[src/rtl/fp_mul_arbiter.sv]
// fp_mul_arbiter: shares one registered-operand IEEE-754 single-precision multiplier among NUM_REQ requesters.
// Optional build macro FP_MUL_ARB_RR_EN selects round-robin arbitration; the default build uses fixed priority.
`default_nettype none

module fp_multiplier (
    input  logic [31:0] a,
    input  logic [31:0] b,
    output logic [31:0] p
);
    logic               sign;
    logic [7:0]         ea, eb, ea_eff, eb_eff;
    logic               a_zero, b_zero, a_inf, b_inf, a_nan, b_nan;
    logic [23:0]        sa, sb;
    logic [47:0]        prod, norm;
    logic [5:0]         lzc, sh;
    logic signed [11:0] exp_n;
    logic [95:0]        shifted;
    logic [23:0]        mant;
    logic               guard, sticky, round_up;
    logic [7:0]         exp_base;
    logic [30:0]        mag;

    assign sign   = a[31] ^ b[31];
    assign ea     = a[30:23];
    assign eb     = b[30:23];
    assign a_zero = (ea == 8'h00) && (a[22:0] == 23'd0);
    assign b_zero = (eb == 8'h00) && (b[22:0] == 23'd0);
    assign a_inf  = (ea == 8'hff) && (a[22:0] == 23'd0);
    assign b_inf  = (eb == 8'hff) && (b[22:0] == 23'd0);
    assign a_nan  = (ea == 8'hff) && (a[22:0] != 23'd0);
    assign b_nan  = (eb == 8'hff) && (b[22:0] != 23'd0);
    assign ea_eff = (ea == 8'h00) ? 8'd1 : ea;
    assign eb_eff = (eb == 8'h00) ? 8'd1 : eb;
    assign sa     = {ea != 8'h00, a[22:0]};
    assign sb     = {eb != 8'h00, b[22:0]};
    assign prod   = {24'd0, sa} * {24'd0, sb};

    always_comb begin
        lzc = 6'd0;
        for (int i = 0; i < 48; i++) begin
            if (prod[i]) lzc = 6'(47 - i);
        end
    end

    // Biased exponent of the product once its leading one sits at bit 47.
    assign norm  = prod << lzc;
    assign exp_n = $signed({4'd0, ea_eff}) + $signed({4'd0, eb_eff}) - 12'sd126
                 - $signed({6'd0, lzc});

    always_comb begin
        if (exp_n > 12'sd0)        sh = 6'd0;
        else if (exp_n < -12'sd46) sh = 6'd48;
        else                       sh = 6'(12'sd1 - exp_n);
    end

    assign shifted  = {norm, 48'd0} >> sh;
    assign mant     = shifted[95:72];
    assign guard    = shifted[71];
    assign sticky   = |shifted[70:0];
    assign round_up = guard & (sticky | mant[0]);
    assign exp_base = (exp_n > 12'sd0) ? 8'(exp_n - 12'sd1) : 8'd0;
    // Hidden bit and rounding carry propagate straight into the exponent field.
    assign mag      = {exp_base, 23'd0} + {7'd0, mant} + {30'd0, round_up};

    always_comb begin
        if (a_nan || b_nan || (a_inf && b_zero) || (a_zero && b_inf)) p = 32'h7fc0_0000;
        else if (a_inf || b_inf)                                      p = {sign, 8'hff, 23'd0};
        else if (a_zero || b_zero)                                    p = {sign, 31'd0};
        else if (exp_n >= 12'sd255)                                   p = {sign, 8'hff, 23'd0};
        else                                                          p = {sign, mag};
    end
endmodule

module fp_mul_arbiter #(
    parameter int NUM_REQ = 4,
    parameter int ID_W    = $clog2(NUM_REQ)
) (
    input  logic                  clk,
    input  logic                  rst,
    input  logic [NUM_REQ-1:0]    req_valid,
    input  logic [NUM_REQ*32-1:0] req_a,
    input  logic [NUM_REQ*32-1:0] req_b,
    output logic [NUM_REQ-1:0]    req_ready,
    output logic                  rsp_valid,
    output logic [ID_W-1:0]       rsp_id,
    output logic [31:0]           rsp_p,
    input  logic                  rsp_ready,
    output logic                  busy,
    output logic [15:0]           op_count
);
    localparam logic [1:0] S_IDLE = 2'd0;
    localparam logic [1:0] S_EXEC = 2'd1;
    localparam logic [1:0] S_RESP = 2'd2;

    logic [1:0]      state_q, state_d;
    logic [31:0]     a_q, b_q, p_q, mul_p;
    logic [ID_W-1:0] id_q, grant_idx;
    logic            grant_any;
    logic [15:0]     op_count_q;
`ifdef FP_MUL_ARB_RR_EN
    logic [ID_W-1:0] ptr_q;
`endif

    fp_multiplier u_mul (.a(a_q), .b(b_q), .p(mul_p));

    // Descending scan so the requester closest to the search start wins.
    always_comb begin
        grant_any = 1'b0;
        grant_idx = '0;
        for (int k = NUM_REQ - 1; k >= 0; k--) begin
`ifdef FP_MUL_ARB_RR_EN
            if (req_valid[(int'(ptr_q) + k) % NUM_REQ]) begin
                grant_any = 1'b1;
                grant_idx = ID_W'((int'(ptr_q) + k) % NUM_REQ);
            end
`else
            if (req_valid[k]) begin
                grant_any = 1'b1;
                grant_idx = ID_W'(k);
            end
`endif
        end
    end

    always_ff @(posedge clk) begin
        if (rst) state_q <= S_IDLE;
        else     state_q <= state_d;
    end

    always_comb begin
        state_d = state_q;
        case (state_q)
            S_IDLE:  if (grant_any) state_d = S_EXEC;
            S_EXEC:  state_d = S_RESP;
            S_RESP:  if (rsp_ready) state_d = S_IDLE;
            default: state_d = S_IDLE;
        endcase
    end

    always_comb begin
        req_ready = '0;
        if (state_q == S_IDLE && grant_any && !rst) req_ready = NUM_REQ'(1) << grant_idx;
        busy      = (state_q != S_IDLE);
        rsp_valid = (state_q == S_RESP);
    end

    always_ff @(posedge clk) begin
        if (rst) begin
            a_q        <= '0;
            b_q        <= '0;
            p_q        <= '0;
            id_q       <= '0;
            op_count_q <= '0;
`ifdef FP_MUL_ARB_RR_EN
            ptr_q      <= '0;
`endif
        end else begin
            if (state_q == S_IDLE && grant_any) begin
                a_q  <= req_a[grant_idx*32 +: 32];
                b_q  <= req_b[grant_idx*32 +: 32];
                id_q <= grant_idx;
            end
            if (state_q == S_EXEC) p_q <= mul_p;
            if (state_q == S_RESP && rsp_ready) begin
                op_count_q <= op_count_q + 16'd1;
`ifdef FP_MUL_ARB_RR_EN
                ptr_q      <= (id_q == ID_W'(NUM_REQ - 1)) ? '0 : id_q + ID_W'(1);
`endif
            end
        end
    end

    assign rsp_id   = id_q;
    assign rsp_p    = p_q;
    assign op_count = op_count_q;
endmodule

`default_nettype wire
[config.mk]
export PLATFORM = sky130hd
export DESIGN_NAME = fp_mul_arbiter
export DESIGN_NICKNAME = d
export VERILOG_FILES = /design/src/rtl/fp_mul_arbiter.sv
export SDC_FILE = /design/constraint.sdc
export NUM_CORES = 2
export LEC_CHECK = 0
export CELL_PAD_IN_SITES_DETAIL_PLACEMENT = 0
export CELL_PAD_IN_SITES_GLOBAL_PLACEMENT = 1
export CORE_UTILIZATION = 35
export DETAILED_ROUTE_END_ITERATION = 10
export HOLD_SLACK_MARGIN = 0.15
export PLACE_DENSITY = 0.66
export SLEW_MARGIN = 20
export SYNTH_ARGS = -nofsm -noshare
export SYNTH_HDL_FRONTEND = slang
export SYNTH_SLANG_ARGS = --single-unit
[constraint.sdc]
create_clock -name clk -period 41.2 [get_ports clk]
set_input_delay 8.24 -clock clk [delete_from_list [all_inputs] [get_ports clk]]
set_output_delay 8.24 -clock clk [all_outputs]
set_load 0.02 [all_outputs]
==> PnR_summary.wiki <==
{| class="wikitable"
! Metric !! Value
|-
| Run status || completed
|-
| Critical Path Most Common Cell || sky130_fd_sc_hd__clkdlybuf4s50_1
|-
| FILL cells || 11000
|-
| Number of design rule violations left after detail routing || 0
|-
| Detailed-route wire length || 141 mm
|-
| Total of flip-flops plus latches after synthesis || 116
|-
| Height of the chip || 328 um
|-
| Area grow syn2layout || 13.1%
|-
| Final total negative setup slack || 0 ns
|-
| Final non-filler cell area || 42000 sq um
|-
| Number of clock sinks || 116
|-
| H-tree levels || 4
|-
| Final Cycle Share || 0.457
|-
| Leading post-synthesis cells by instance count || 584 x sky130_fd_sc_hd__inv_1, 555 x sky130_fd_sc_hd__and2_1, 484 x sky130_fd_sc_hd__fa_1, 333 x sky130_fd_sc_hd__nor2_1, 263 x sky130_fd_sc_hd__nand2_1
|-
| Data required time of the worst path || 32.96 ns
|-
| Wire length of the first global-routing pass || 220 mm
|-
| Max FO, Critical Path || 65
|-
| Met2 routed WL || 66.6 mm
|-
| I/O Buffers || 318
|-
| Total cell area at the placement stage || 41300 sq um
|-
| Starting Density || 0.352
|-
| Unrepaired setup endpoints after global routing || false
|-
| Max Transition Viols Final || 0
|-
| Routability Congestion || 1.00
|-
| Hold buffer count at cts || 0
|-
| Fraction of synthesized cell area in xor and xnor cells || 0.0215
|-
| R2R depth || 51
|-
| Clock latency reported for the late side of the worst-skew pair || 0.43 ns
|-
| Total of cells resized after clock tree synthesis || 0
|-
| Number of optimization iterations in the first detailed-route pass || 10
|-
| Syn Std Cell Area || 37100 sq um
|-
| Post-DR wirelength/cell || 22.9 um
|-
| Placement Rows || 119
|-
| Final hold vios || 0
|-
| Worst setup slack after placement || 22.38 ns
|-
| Remaining antenna violation count || 0
|-
| Syn nets || 5588
|-
| Number of vias in the routed layout || 35500
|-
| Series of cell instances along the critical path || clkdlybuf4s50_1 -> inv_1 -> nor3_2 -> buf_4 -> and2_1 -> clkdlybuf4s50_1
|-
| Largest net degree at the start of global routing || 75
|-
| Main combinational cell family by area after synthesis || adder cells
|-
| Cell with the largest stage delay on the worst path || sky130_fd_sc_hd__clkdlybuf4s50_1
|-
| GR Overflow Total || 0
|-
| Main synth FF type || sky130_fd_sc_hd__dfxtp_1
|-
| Max stage delay on crit path || 0.63 ns
|-
| Routed via count divided by cell count || 5.77
|-
| Final Skew || 0.0108 ns
|-
| Antenna violations before repair || 1
|-
| First DRT Iteration DRCs || 3258
|-
| Total routed wire length on the met1 layer || 61.1 mm
|-
| TritonCTS clock tree || done
|-
| Kind of capture point of the worst setup path || primary output
|-
| Number of different library cells in the post-synthesis netlist || 127
|-
| Number of I/O pins || 319
|-
| Fraction of the mapped netlist area in simple logic gates || 0.234
|-
| Nets@finish || 5693
|-
| Synthesized-area fraction occupied by adder cells || 0.329
|-
| Synthesis warning total || 0
|-
| Startpoint-to-endpoint class of the critical path || primary input to primary output
|-
| Detailed-routed wire length on met3 || 9.04 mm
|-
| Die Footprint || 107000 sq um
|-
| Highest metal layer with signal wires || met4
|-
| Transition time of the tightest slew-check pin || 1.16 ns
|-
| Final worst path period need || 18.83 ns
|-
| Cell chosen for the clock root || sky130_fd_sc_hd__clkbuf_16
|-
| Compound-Gate Fraction of Synth Area || 0.217
|-
| Number of maximum-capacitance constraint violations || 0
|-
| Worst setup margin || 22.37 ns
|-
| Placed wire-length estimate after detailed placement || 113 mm
|-
| Area leader, netlist || sky130_fd_sc_hd__fa_1
|-
| Post-synthesis cell count || 4639
|-
| Register clock-pin slew on the reported worst setup and hold paths || 0.05 ns
|-
| Share of synthesized area spent on multiplexers || 0.0382
|-
| Class of the most critical hold timing path || flip-flop to flip-flop
|-
| CP startpoint kind || primary input
|-
| Vias in the first global route || 35800
|-
| Proportion of synthesized flip-flops having asynchronous set or reset || 0
|-
| Max clock buf depth || 2
|-
| Max transition margin || 0.221
|-
| Worst EP arrival || 10.59 ns
|-
| Minimum hold slack || 0.463 ns
|-
| Number of buffers inserted by post-CTS setup repair || 0
|-
| Floorplan die width || 328 um
|-
| Final setup vio count || 0
|-
| Layout cell share with drive strength beyond 1 || 0.0708
|-
| Area of the core || 105000 sq um
|-
| Post-synth EDFFs || 0
|-
| Number of cells on the worst hold path || 2
|-
| Share of synthesized area occupied by flip-flops and latches || 0.0626
|-
| Top cells by area, synth || sky130_fd_sc_hd__fa_1 26%, sky130_fd_sc_hd__and2_1 9.4%, sky130_fd_sc_hd__ha_1 6.8%
|-
| Peak Freq || 53.1 MHz
|-
| Yosys top cell area share || 0.261
|-
| Leading cell type by number of instances after synthesis || sky130_fd_sc_hd__inv_1
|-
| Number of clock buffers inserted by TritonCTS || 17
|-
| Total global routing track utilization || 0.261
|-
| Avg Synthesized Cell Area || 8.00 sq um
|}
==> registers in the layout (all words and copies together) (netlist names) <==
name / flops
b_q: 32
rsp_p: 32
a_q: 32
op_count: 16
state_q: 2
rsp_id: 2
==> worst paths after layout <==
kind | startpoint | to | slack (ns)
worst max-delay path | req_valid[2] | req_ready[2] | 22.37
worst min-delay path | rsp_id[0] | rsp_id[0] | 0.46
worst max register to register | b_q[24] | rsp_p[29] | 23.76
worst min register to register | rsp_id[0] | rsp_id[0] | 0.46
==> worst max-delay path, delay by kind of cell <==
family	cells	cell delay, ns
buffers and inverters	4	1.90
and+or+nand+nor	2	0.42
==> metal layers <==
| metal | vias up | track usage |
|---|---|---|
| met3 | 210 | 0.0299 |
| met1 | 17600 | 0.354 |
| met5 | - | 0 |
| li1 | 16300 | - |
| met2 | 1367 | 0.437 |
| met4 | 0 | 0.0760 |
==> cells by family (layout without fill, tap and decap cells) <==
| logic type | after synthesis | after routing |
|---|---|---|
| AO/OA/AOI/OAI | 1083 | 1083 |
| XOR/XNOR | 91 | 91 |
| adder cells (fa/ha/maj) | 686 | 686 |
| buffers and inverters | 908 | 1026 |
| flip-flops | 116 | 116 |
| multiplexers | 128 | 128 |
| other | 0 | 1 |
| AND/OR/NAND/NOR | 1627 | 1627 |
==> cell usage in the layout (no fill, tap or decap), drive strengths merged, types with 36 or more instances in the layout <==
| master | synthesis | final |
|---|---|---|
| inv | 588 | 591 |
| and2 | 556 | 556 |
| fa | 484 | 484 |
| nor2 | 339 | 339 |
| clkdlybuf4s50 | 0 | 317 |
| nand2 | 266 | 266 |
| a21oi | 211 | 211 |
| ha | 202 | 202 |
| o21ai | 169 | 169 |
| nor3 | 130 | 130 |
| a211oi | 128 | 128 |
| dfxtp | 116 | 116 |
| nand3 | 107 | 107 |
| buf | 81 | 88 |
| mux2 | 73 | 73 |
| a222oi | 65 | 65 |
| xnor2 | 58 | 58 |
| o211ai | 55 | 55 |
| mux2i | 52 | 52 |
| nand4 | 50 | 50 |
| nor4 | 49 | 49 |
| o22ai | 37 | 37 |
| a22oi | 36 | 36 |
==> layout make-up <==
class	instances	area (sq um)	share of cell area
Clock buffer	18	439	0.0105
Antenna cell	1	2.50	0.0000596
Multi-Input combinational cell	3615	31200	0.744
Tap cell	1391	1740	0.0415
Inverter	589	2210	0.0528
Clock inverter	14	175	0.00418
Timing Repair Buffer	405	3830	0.0914
Sequential cell	116	2320	0.0554
==> metrics by stage <==
stage | utilization | std cells
4_1_cts | 0.399 | 6148
6_report | 0.399 | 6149
3_5_place_dp | 0.393 | 6116
3_3_place_gp | 0.393 | 6116
2_1_floorplan | - | 4639
5_1_grt | 0.399 | 6148
Power is left out: the tool's default activity adds up to more than one toggle a clock period on the data nets, which glitch-free logic cannot reach.
